--- src/rtl/dmem_arbiter.sv ---
// rtl/dmem_arbiter.sv - round-robin arbiter sharing the single-port data RAM between CPU and loader/debug ports
module dmem_arbiter #(
    parameter int AW     = 8,
    parameter int DW     = 32,
    parameter int RD_LAT = 1
) (
    input  logic          clk,
    input  logic          rst,
    input  logic          req0,
    input  logic          we0,
    input  logic [AW-1:0] addr0,
    input  logic [DW-1:0] wdata0,
    output logic          ack0,
    output logic [DW-1:0] rdata0,
    input  logic          req1,
    input  logic          we1,
    input  logic [AW-1:0] addr1,
    input  logic [DW-1:0] wdata1,
    output logic          ack1,
    output logic [DW-1:0] rdata1,
    output logic          ram_en,
    output logic          ram_we,
    output logic [AW-1:0] ram_addr,
    output logic [DW-1:0] ram_wdata,
    input  logic [DW-1:0] ram_rdata,
    output logic          busy,
    output logic          gnt_id
);

    typedef enum logic [1:0] {IDLE, ISSUE, WAIT, DONE} state_t;

    state_t     state;
    logic       last;
    logic [1:0] lat_cnt;
    logic       grant;
    logic       win;

    // Winner selection: a lone requester wins; on a tie the port that did not go last wins
    always_comb begin
        grant = req0 | req1;
        if (req0 && req1) begin
            win = ~last;
        end else begin
            win = req1;
        end
    end

    // Access sequencer: grant, one-cycle RAM strobe, read-latency countdown, one-cycle ack
    always_ff @(posedge clk or negedge rst) begin
        if (!rst) begin
            state     <= IDLE;
            last      <= 1'b1;
            lat_cnt   <= 2'd0;
            ram_en    <= 1'b0;
            ram_we    <= 1'b0;
            ram_addr  <= '0;
            ram_wdata <= '0;
            ack0      <= 1'b0;
            ack1      <= 1'b0;
            rdata0    <= '0;
            rdata1    <= '0;
            busy      <= 1'b0;
            gnt_id    <= 1'b0;
        end else begin
            case (state)
                IDLE: begin
                    if (grant) begin
                        ram_en    <= 1'b1;
                        ram_we    <= win ? we1 : we0;
                        ram_addr  <= win ? addr1 : addr0;
                        ram_wdata <= win ? wdata1 : wdata0;
                        gnt_id    <= win;
                        last      <= win;
                        busy      <= 1'b1;
                        state     <= ISSUE;
                    end
                end
                ISSUE: begin
                    ram_en <= 1'b0;
                    ram_we <= 1'b0;
                    if (ram_we) begin
                        if (gnt_id) begin
                            ack1 <= 1'b1;
                        end else begin
                            ack0 <= 1'b1;
                        end
                        state <= DONE;
                    end else begin
                        lat_cnt <= 2'(RD_LAT - 1);
                        state   <= WAIT;
                    end
                end
                WAIT: begin
                    if (lat_cnt != 2'd0) begin
                        lat_cnt <= lat_cnt - 2'd1;
                    end else begin
                        if (gnt_id) begin
                            rdata1 <= ram_rdata;
                            ack1   <= 1'b1;
                        end else begin
                            rdata0 <= ram_rdata;
                            ack0   <= 1'b1;
                        end
                        state <= DONE;
                    end
                end
                DONE: begin
                    ack0  <= 1'b0;
                    ack1  <= 1'b0;
                    busy  <= 1'b0;
                    state <= IDLE;
                end
                default: state <= IDLE;
            endcase
        end
    end

endmodule

--- config.mk ---
export PLATFORM = sky130hd
export DESIGN_NAME = dmem_arbiter
export DESIGN_NICKNAME = d
export VERILOG_FILES = /design/src/rtl/dmem_arbiter.sv
export SDC_FILE = /design/constraint.sdc
export NUM_CORES = 1
export LEC_CHECK = 0
export ABC_AREA = 1
export BUFFER_PORTS_ARGS = -buffer_cell sky130_fd_sc_hd__buf_2
export CORE_MARGIN = 3
export CORE_UTILIZATION = 30
export DETAILED_ROUTE_END_ITERATION = 8
export GPL_TIMING_DRIVEN = 0
export PLACE_DENSITY = 0.64
export REMOVE_ABC_BUFFERS = 1
export SYNTH_ARGS = -nofsm -noshare
export SYNTH_HDL_FRONTEND = slang
export SYNTH_SLANG_ARGS = --single-unit
export TNS_END_PERCENT = 100
--- constraint.sdc ---
create_clock -name clk -period 1.69 [get_ports clk]
set_input_delay 0.0845 -clock clk [delete_from_list [all_inputs] [get_ports clk]]
set_output_delay 0.0845 -clock clk [all_outputs]
set_load 0.03 [all_outputs]
==> summary.md, run 1 <==
| Metric | Value |
|---|---|
| Vias per inst | `4.51` |
| TNS Setup | `0 ps` |
| DIE WIDTH | `137 um` |
| Synth warn | `0` |
| Clock root buffer | `clkbuf_16` |
| RSZ-0062 raised after global routing | `false` |
| First drt pass iteration count | `7` |
| Crit-path cells | `inv_1, ha_4, o21ai_4, buf_12, nand2_1, o21ai_1` |
| Number of CTS-inserted buffers | `17` |
| GRT Total Usage | `18.8%` |
| CP arrival | `1850 ps` |
| WL met3 | `1.71 mm` |
| M1 WL | `7.75 mm` |
| Detailed-route via count | `5420` |
| Die ar. | `18600 um^2` |
| Final WS setup | `150 ps` |
| Highest Signal Layer | `met4` |
| Crit-path max FO | `35` |
| Relative slew slack | `59.4%` |
| Worst setup EP type | `flop` |
| Leading area contributor after synthesis | `dfrtp_1` |
| Hold Crit Class | `in2reg` |
| DRC | `0` |
| Ys flop type | `dfrtp_1` |
| Pins Over Slew Limit | `0` |
| Clock period minus worst slack | `1540 ps` |
| Clk buf depth | `2` |
| Worst VDD drop | `0.831 mV` |
| Clock sinks | `115` |
| Seq/Total Area, Yosys | `56.3%` |
| Largest net degree at the start of global routing | `65` |
| Htree depth | `4` |
| Drt total wl | `18.6 mm` |
| Cell Area, Synth | `5110 um^2` |
| IO Pins | `228` |
| Final Cell Area | `8500 um^2` |
| Post-synth EDFFs | `0` |
| Netlist cell types | `25` |
| Syn_area_per_cell | `8.18 um^2` |
| Slowest stage cell on the critical path | `dfrtp_1` |
| Placed cells | `1046` |
| Synth area leaders | `dfrtp_1 (56%), nand2_1 (16%), o21ai_0 (6.7%)` |
| Hold slack | `30.4 ps` |
| Placement row count | `47` |
| Crit-path max cell delay | `470 ps` |
| FFs w/ async S/R, synth | `100%` |
| Clock skew | `8.48 ps` |
| Die Ht | `137 um` |
| # Max-Cap Violations | `0` |
| Initial Utilization | `30.7%` |
| CP Launch Type | `flop` |
| Routability-driven placement congestion ratio | `0.791` |
| Worst slew pin tran | `608 ps` |
| Hold Fails Final Rpt | `0` |
| Mapped Cells | `625` |
| First-pass GRT wire length | `27.3 mm` |
| Setup CP Type | `reg2reg` |
| Layout net count | `1096` |
| Diode count | `0` |
| Seq cells post-synth | `115` |
| Dpl cell area | `6440 um^2` |
| Worst endpoint required time | `2000 ps` |
| Antenna violations before repair | `0` |
| Fin crit share | `91.1%` |
| IO buf count | `227` |
| Finished Layout Cells | `1201` |
| Layout cells sized above 1 | `30.0%` |
| Pre-CTS setup slack | `-798 ps` |
| GRT Residual Overflow | `0` |
| Post-synth top area share | `55.8%` |
| Leak | `4.54 nW` |
| Fmax | `649 MHz` |
| CTS tree | `built` |
| Layout area overhead | `66.3%` |
| Cell area power density | `2040 nW/um^2` |
| DR WL/cell | `15.5 um` |
| Met2 wire len | `8.72 mm` |
| Worst skew pair latency | `400 ps` |
| Setup slack, reg-to-reg | `150 ps` |
| Setup-failing EPs final | `0` |
| Clock Pin Slew Worst Setup and Hold Paths | `60 ps` |
| Core box area | `16600 um^2` |
| Post-route ant nets | `0` |
| Status | `complete, no violations` |
| Dpl hpwl | `10.1 mm` |
| DRT iter0 DRCs | `243` |
| Vias in the first global route | `5272` |
synthesized netlist by cell type, drive strengths merged, types with 2 or more instances:
master,count
nand3,8
clkbuf,11
ha,8
dfrtp,114
o211ai,2
nand2,215
buf,18
nor2,44
o21ai,111
inv,88
nand3b,2
flip-flops by register name, summed over array words and instances (netlist names), 2 cells and up:
register   flops
lat_cnt        2
ram_addr       8
ram_wdata     32
rdata0        32
rdata1        32
state          2
final timing paths:
kind | startpoint | end | cells after the start
setup / recovery | state[1]$_DFFE_PN0P_ | ram_addr[0]$_DFFE_PN0P_ | 6
hold / removal | ram_rdata[21] | rdata0[21]$_DFFE_PN0P_ | 3
setup reg to reg | state[1]$_DFFE_PN0P_ | ram_addr[0]$_DFFE_PN0P_ | 6
hold reg to reg | last$_DFFE_PN1P_ | last$_DFFE_PN1P_ | 2
max in group asynchronous | rst | last$_DFFE_PN1P_ | 3
min in group asynchronous | rst | rdata1[16]$_DFFE_PN0P_ | 2
power by group:
| group | internal [W] | switching [W] |
|---|---|---|
| logic | 0.00262 | 0.00585 |
| registers | 0.00417 | 0.000834 |
| clock network | 0.00265 | 0.00126 |
| total | 0.00944 | 0.00794 |
kinds of logic (layout without fill, tap and decap cells):
kind of cell,count (synthesis),count (layout),share of synthesized area (%)
flops,115,115,56.3
simple gates,271,282,20.8
buf+inv,117,462,9.64
fa+ha+maj,8,8,1.96
compound gates,114,114,11.3
routing by layer:
metal | up-vias | global-route usage [%]
met4 | 0 | 6.77
met2 | 261 | 31.7
li1 | 2633 | -
met5 | - | 0
met3 | 30 | 6.95
met1 | 2496 | 22.0
critical path: cells and delay by family (launching register included):
| family | cells | cell delay [ps] |
|---|---|---|
| flip-flops | 1 | 470 |
| buffers and inverters | 2 | 410 |
| AO/OA/AOI/OAI | 2 | 250 |
| adder cells (fa/ha/maj) | 1 | 230 |
| AND/OR/NAND/NOR | 1 | 80 |
final cells by class:
type,instances,area (um^2)
timing repair buffer,344,2400
clock inverter,8,149
fill,1488,8140
tap,220,275
multi-input combinational,404,1970
clock buffer,22,494
inverter,88,337
sequential,115,2880
layout by cell type (no fill, tap or decap), drive strengths merged:
cell type,instances
buf,236
nand2,217
dfrtp,114
o21ai,111
dlygate4sd3,108
inv,87
nor2,47
clkbuf,22
nand3,14
ha,8
bufinv,4
clkinvlp,3
o211ai,2
nand3b,2
clkinv,2
nor3,1
or2,1
a21oi,1
dfstp,1
per-stage QoR:
step | util (%) | total power, W
6_report | 51.1 | 0.0174
5_1_grt | 51.1 | 0.0185
4_1_cts | 50.1 | 0.0171
3_5_place_dp | 38.7 | 0.0124
2_1_floorplan | - | 0.00985
3_3_place_gp | 38.2 | 0.0122
repair_timing:
action,4_1_cts,5_1_grt
pin swaps,6,3
setup endpoints to repair,106,104
gates resized for setup,11,14
gates cloned,6,5
hold buffers,108,0
buffers inserted,3,3
hold endpoints to repair,152,0
(Power assumes the default switching activity.)
==> run 2: changes to the inputs <==
SETUP_SLACK_MARGIN = 0.4   (was not set)
==> run 2 against run 1 <==
Net effect:
- cell area grew 8.6%
- sequential share of layout area decreased by 2.6 points
- worst setup slack improved by 130 ps
- sequential cell count stayed put
- critical path type unchanged
- wire length rose by 17%
- clock power barely moved
==> summary.md, run 2 (synthesis results as in run 1) <==
| Metric | Value |
|---|---|
| Area taken by multi-input logic gates | `2300 um^2 (+17%)` |
| Vias in the first global route | `5800 (+10%)` |
| Detailed-route via count | `5803 (+7.1%)` |
| Relative slew slack | `54.9% (-4.5 points)` |
| Fin crit share | `83.5% (-7.6 points)` |
| Fmax | `709 MHz (+9.1%)` |
| Worst Hold End | `ram_wdata[22]$_DFFE_PN0P_` |
| Min-Delay Startpoint | `wdata0[22]` |
| Cell area power density | `2100 nW/um^2 (+3.0%)` |
| GRT Residual Overflow | `0 (unchanged)` |
| Setup-failing EPs final | `0 (unchanged)` |
| Pre-CTS setup slack | `-798 ps (unchanged)` |
| Pins Over Slew Limit | `0 (unchanged)` |
| Sw Ratio | `46.3% (+0.63 points)` |
| Dpl hpwl | `10.1 mm (unchanged)` |
| IO buf count | `227 (unchanged)` |
| Largest net degree at the start of global routing | `65 (unchanged)` |
| Antenna violations before repair | `0 (unchanged)` |
| Slowest stage cell on the critical path | `dfrtp_2` |
| CP Launch Type | `flop` |
| Crit-path max FO | `8 (-77%)` |
| Hold Crit Class | `in2reg` |
| Worst slew pin tran | `676 ps (+68.0 ps)` |
| DRC | `0 (unchanged)` |
| Worst endpoint required time | `1970 ps (-30 ps)` |
| Post-layout util | `55.5% (+4.4 points)` |
| Sequential share of power | `25.9% (-2.9 points)` |
| Initial Utilization | `30.7% (unchanged)` |
| Number of CTS-inserted buffers | `17 (unchanged)` |
| Worst VDD drop | `0.890 mV (+7.2%)` |
| First-pass GRT wire length | `31.8 mm (+17%)` |
| Htree depth | `4 (unchanged)` |
| First drt pass iteration count | `5 (-2)` |
| GRT Total Usage | `22.4% (+3.6 points)` |
| Setup CP Type | `reg2reg` |
| Most common cell after layout, fill and taps aside | `buf_2` |
| Clock power share | `20.2% (-2.3 points)` |
| Clock Pin Slew Worst Setup and Hold Paths | `50 ps (about the same)` |
| DR WL/cell | `17.5 um (+13%)` |
| DIE WIDTH | `137 um (unchanged)` |
| Setup slack, reg-to-reg | `280 ps (+130 ps)` |
| CTS tree | `built` |
| CP arrival | `1690 ps (-160 ps)` |
| Layout net count | `1135 (+3.6%)` |
| Clock period minus worst slack | `1410 ps (-128 ps)` |
| IO Pins | `228 (unchanged)` |
| Vias per inst | `4.68 (+3.7%)` |
| Register-to-Register Path Depth | `7 (+1)` |
| Final WS setup | `279 ps (+128 ps)` |
| # Max-Cap Violations | `0 (unchanged)` |
| Placement row count | `47 (unchanged)` |
| Most frequent cells in the layout | `buf_2 (226), nand2_1 (195), dfrtp_1 (111)` |
| Crit path from | `state[0]$_DFFE_PN0P_` |
| Worst hold path depth | `5 (+2)` |
| Die ar. | `18600 um^2 (unchanged)` |
| Layout cells sized above 1 | `37.8% (+7.9 points)` |
| Cell Int Power | `0.0104 W (+11%)` |
| Die Ht | `137 um (unchanged)` |
| Crit-path cells | `inv_4, ha_4, buf_6, buf_12, nand3_4, nand2_1, o21ai_1` |
| Core box area | `16600 um^2 (unchanged)` |
| Crit-path max cell delay | `420 ps (-50 ps)` |
| Status | `complete, no violations` |
| DRT iter0 DRCs | `231 (-4.9%)` |
| Worst setup EP type | `flop` |
| Diode count | `0 (unchanged)` |
| Combinational share of power | `53.9% (+5.2 points)` |
| Hold Fails Final Rpt | `0 (unchanged)` |
| Routability-driven placement congestion ratio | `0.791 (unchanged)` |
| Clock root buffer | `clkbuf_16` |
| Drt total wl | `21.7 mm (+17%)` |
| Worst skew pair latency | `400 ps (about the same)` |
| PnR Total Power | `0.0194 W (+12%)` |
| Clock skew | `7.68 ps (-0.801 ps)` |
| Reg-to-Reg End | `rdata1[8]$_DFFE_PN0P_` |
| FF+latch area | `2890 um^2 (+0.17%)` |
| RSZ-0062 raised after global routing | `true` |
| R2R Path Start | `state[0]$_DFFE_PN0P_` |
| Post-route ant nets | `0 (unchanged)` |
| Leak | `4.83 nW (+6.4%)` |
| # fillers | `1386 (-6.9%)` |
| Clk buf depth | `2 (unchanged)` |
| Clock sinks | `115 (unchanged)` |
| Layout area overhead | `80.7%` |
| Largest regs | `ram_wdata x32, rdata0 x32, rdata1 x32` |
| Sw power | `0.00901 W (+13%)` |
-- run 2: worst max-delay path by stage --
stage | to | slack (ps) | cells after the start
2_1_floorplan | rdata0[0]$_DFFE_PN0P_ | -120 | 4
3_3_place_gp | ram_wdata[0]$_DFFE_PN0P_ | -950 | 1
3_5_place_dp | rdata1[15]$_DFFE_PN0P_ | -800 | 4
4_1_cts | rdata1[27]$_DFFE_PN0P_ | 340 | 6
5_1_grt | rdata1[13]$_DFFE_PN0P_ | 250 | 6
6_report | rdata1[8]$_DFFE_PN0P_ | 280 | 7
-- run 2: routing by layer --
layer	up-vias	share of wire (%)	global-route usage, %
li1	2731	-	-
met1	2744	39	25.2
met2	296	51	39.6
met3	32	8.4	7.02
met4	0	2.1	8.40
met5	-	0	0
-- run 2: repair_timing --
action / CTS / global route
gates resized for setup: 108 / 60
setup endpoints to repair: 115 / 115
hold buffers: 109 / 0
endpoints found under the hold margin: 154 / 0
pin swaps: 39 / 31
setup buffers: 27 / 3
cloned: 22 / 3
-- run 2: power by group through the flow --
stage                     Clock, W  Combinational, W  Sequential [W]
final                      0.00393            0.0105         0.00503
after floorplan                  0           0.00235         0.00750
after CTS                  0.00398           0.00988         0.00495
after detailed placement         0           0.00743         0.00494
after global routing       0.00413            0.0112         0.00516
after global placement           0           0.00727         0.00491
-- run 2: stage by stage --
step | area, um^2 | TNS (ps) | hold slack, ps | instances
final | 9240 | 0 | 27.1 | 1240
after global routing | 9240 | 0 | 32.0 | 1240
after CTS | 9020 | 0 | 8.10 | 1234
after detailed placement | 6440 | -66870 | 60.7 | 1046
after global placement | 6360 | -171220 | 342 | 1043
after floorplan | 4950 | -7710 | -211 | 596
-- run 2: area by class of cell --
class / instances / area share, %
Multi-Input combinational cell: 412 / 24.9
Clock inverter: 8 / 1.61
Inverter: 88 / 3.75
Clock buffer: 22 / 5.35
Timing Repair Buffer: 375 / 30.2
Tap cell: 220 / 2.98
Sequential cell: 115 / 31.2
-- run 2: critical path: cells and delay by family, from the launching register on --
kind | cells | cell delay (ps)
compound gates | 1 | 80
fa+ha+maj | 1 | 190
buf+inv | 3 | 340
simple gates | 2 | 280
flops | 1 | 420
==> run 3: changes to the inputs <==
clock period = 1.45 ns   (was 1.69 ns; I/O delays follow)
==> run 3 against run 2 <==
Net effect:
- final cell count rose by 3.0%
- clock skew increased by 1.0 ps
- power rose by 33%
- critical path depth is the same
- critical path type unchanged
- die area is the same
- critical endpoint is now rdata0[1]$_DFFE_PN0P_
- global-route usage is 1.2 points higher
- sequential power increased by 24%
- via count rose by 6.3%
- cell area grew 11%
- clock-buffer cell count is the same
- clock power up 17%
==> summary.md, run 3 (synthesis results as in run 1) <==
| Metric | Value |
|---|---|
| Worst VDD drop | `1.27 mV (+43%)` |
| Worst skew pair latency | `400 ps (about the same)` |
| Most frequent cells in the layout | `nand2_1 (175), buf_2 (118), dfrtp_1 (111)` |
| M1 WL | `8.60 mm (+2.1%)` |
| GRT Total Usage | `23.6% (+1.2 points)` |
| Worst slew pin tran | `750 ps (+73.9 ps)` |
| # fillers | `1220 (-12%)` |
| DRT iter0 DRCs | `270 (+17%)` |
| Status | `complete, no violations` |
| Number of CTS-inserted buffers | `17 (unchanged)` |
| WL met3 | `2.12 mm (+17%)` |
| Vias per inst | `4.83 (+3.2%)` |
| Hold Fails Final Rpt | `0 (unchanged)` |
| Cell area power density | `2530 nW/um^2 (+20%)` |
| Post-route ant nets | `0 (unchanged)` |
| Largest regs | `ram_wdata x32, rdata0 x32, rdata1 x32` |
| Hold slack | `38.0 ps (+10.9 ps)` |
| Worst endpoint required time | `1730 ps (-240 ps)` |
| Hold Crit Class | `in2reg` |
| First-pass GRT wire length | `33.6 mm (+5.7%)` |
| Detailed-route via count | `6168 (+6.3%)` |
| Area taken by multi-input logic gates | `2400 um^2 (+4.2%)` |
| Relative slew slack | `49.9% (-4.9 points)` |
| Met2 wire len | `12.3 mm (+12%)` |
| Dpl hpwl | `10.1 mm (unchanged)` |
| Setup-failing EPs final | `0 (unchanged)` |
| Placed cells | `1046 (unchanged)` |
| Layout cells sized above 1 | `42.5% (+4.6 points)` |
| DRC | `0 (unchanged)` |
| Reg-to-Reg End | `rdata0[1]$_DFFE_PN0P_` |
| Crit-path max FO | `8 (unchanged)` |
| Min-Delay Startpoint | `wdata0[2]` |
| Worst Hold End | `ram_wdata[2]$_DFFE_PN0P_` |
| Clock sinks | `115 (unchanged)` |
| Worst hold path depth | `5 (unchanged)` |
| Routability-driven placement congestion ratio | `0.791 (unchanged)` |
| Placement row count | `47 (unchanged)` |
| Clock period minus worst slack | `1440 ps (+30.8 ps)` |
| Setup CP Type | `reg2reg` |
| Finished Layout Cells | `1277 (+3.0%)` |
| CP arrival | `1720 ps (+30 ps)` |
| DIE WIDTH | `137 um (unchanged)` |
| Fin crit share | `99.5% (+16 points)` |
| Antenna violations before repair | `0 (unchanged)` |
| Core box area | `16600 um^2 (unchanged)` |
| DR WL/cell | `18.6 um (+6.4%)` |
| Vias in the first global route | `6082 (+4.9%)` |
| Htree depth | `4 (unchanged)` |
| Die ar. | `18600 um^2 (unchanged)` |
| Setup slack, reg-to-reg | `8 ps (-270 ps)` |
| PnR Total Power | `0.0259 W (+33%)` |
| GRT Residual Overflow | `0 (unchanged)` |
| IO Pins | `228 (unchanged)` |
| Leak | `5.20 nW (+7.7%)` |
| First drt pass iteration count | `4 (-1)` |
| Highest Signal Layer | `met4` |
| Layout net count | `1172 (+3.3%)` |
| FF+latch area | `2890 um^2 (unchanged)` |
| Clock Pin Slew Worst Setup and Hold Paths | `60 ps (about the same)` |
| Post-layout util | `61.6% (+6.0 points)` |
| CTS tree | `built` |
| IO buf count | `227 (unchanged)` |
| Clock skew | `8.70 ps (+1.02 ps)` |
| Clock root buffer | `clkbuf_16` |
| # Max-Cap Violations | `0 (unchanged)` |
| Most common cell after layout, fill and taps aside | `nand2_1` |
| Layout area overhead | `100%` |
| RSZ-0062 raised after global routing | `true` |
| Worst setup EP type | `flop` |
| Pins Over Slew Limit | `0 (unchanged)` |
| Drt total wl | `23.8 mm (+9.6%)` |
| R2R Path Start | `state[0]$_DFFE_PN0P_` |
| Diode count | `0 (unchanged)` |
| CP Launch Type | `flop` |
| Fmax | `693 MHz (-2.1%)` |
| Die Ht | `137 um (unchanged)` |
| Register-to-Register Path Depth | `7 (unchanged)` |
| Largest net degree at the start of global routing | `65 (unchanged)` |
| Clk buf depth | `2 (unchanged)` |
| TNS Setup | `0 ps (unchanged)` |
| Initial Utilization | `30.7% (unchanged)` |
[run 3: worst max-delay path, stage by stage, from the launching register on]
cell and delay [ps]:
dfrtp_2 420, inv_4 80, ha_4 190, buf_12 120
buf_16 120, nand3_4 170, nand2_1 120, o21ai_1 90
[run 3: what timing repair did]
item,4_1_cts,5_1_grt
resized for setup,210,246
endpoints found under the setup margin,177,216
buffers inserted,31,37
hold endpoints to repair,155,0
cloned,22,1
pin swaps,46,38
hold buffers,110,0
[run 3: where the power goes]
part	switching [W]	internal, W	total (W)
Clock	0.00150	0.00309	0.00459
Combinational	0.00854	0.00656	0.0151
Sequential	0.00136	0.00488	0.00624
[run 3: metrics by stage]
step	setup WS, ps	cell area, um^2
5_1_grt	-74.8	10200
4_1_cts	96.3	9360
6_report	7.84	10200
3_3_place_gp	-1180	6360
2_1_floorplan	-363	4950
3_5_place_dp	-1040	6440
[run 3: worst max path at each step]
stage,start,endpoint,depth (start not counted)
after floorplan,state[0]$_DFFE_PN0P_,rdata0[0]$_DFFE_PN0P_,4
after global placement,rst,ram_wdata[0]$_DFFE_PN0P_,1
after detailed placement,state[0]$_DFFE_PN0P_,rdata1[15]$_DFFE_PN0P_,4
after CTS,state[0]$_DFFE_PN0P_,rdata1[27]$_DFFE_PN0P_,6
after global routing,state[0]$_DFFE_PN0P_,rdata0[1]$_DFFE_PN0P_,7
final,state[0]$_DFFE_PN0P_,rdata0[1]$_DFFE_PN0P_,7
[run 3: final cells by class]
class | count | area share, %
multi-input cells | 412 | 23.4
well taps | 220 | 2.69
flip-flops and latches | 115 | 28.2
clock inverters | 8 | 1.45
inverters | 88 | 3.38
repair buffers | 412 | 36.1
clock buffers | 22 | 4.82
[run 3: routing by layer]
layer | vias up | global-route usage [%]
met5 | - | 0
met1 | 2931 | 26.0
met3 | 64 | 7.65
li1 | 2805 | -
met2 | 368 | 41.3
met4 | 0 | 10.9
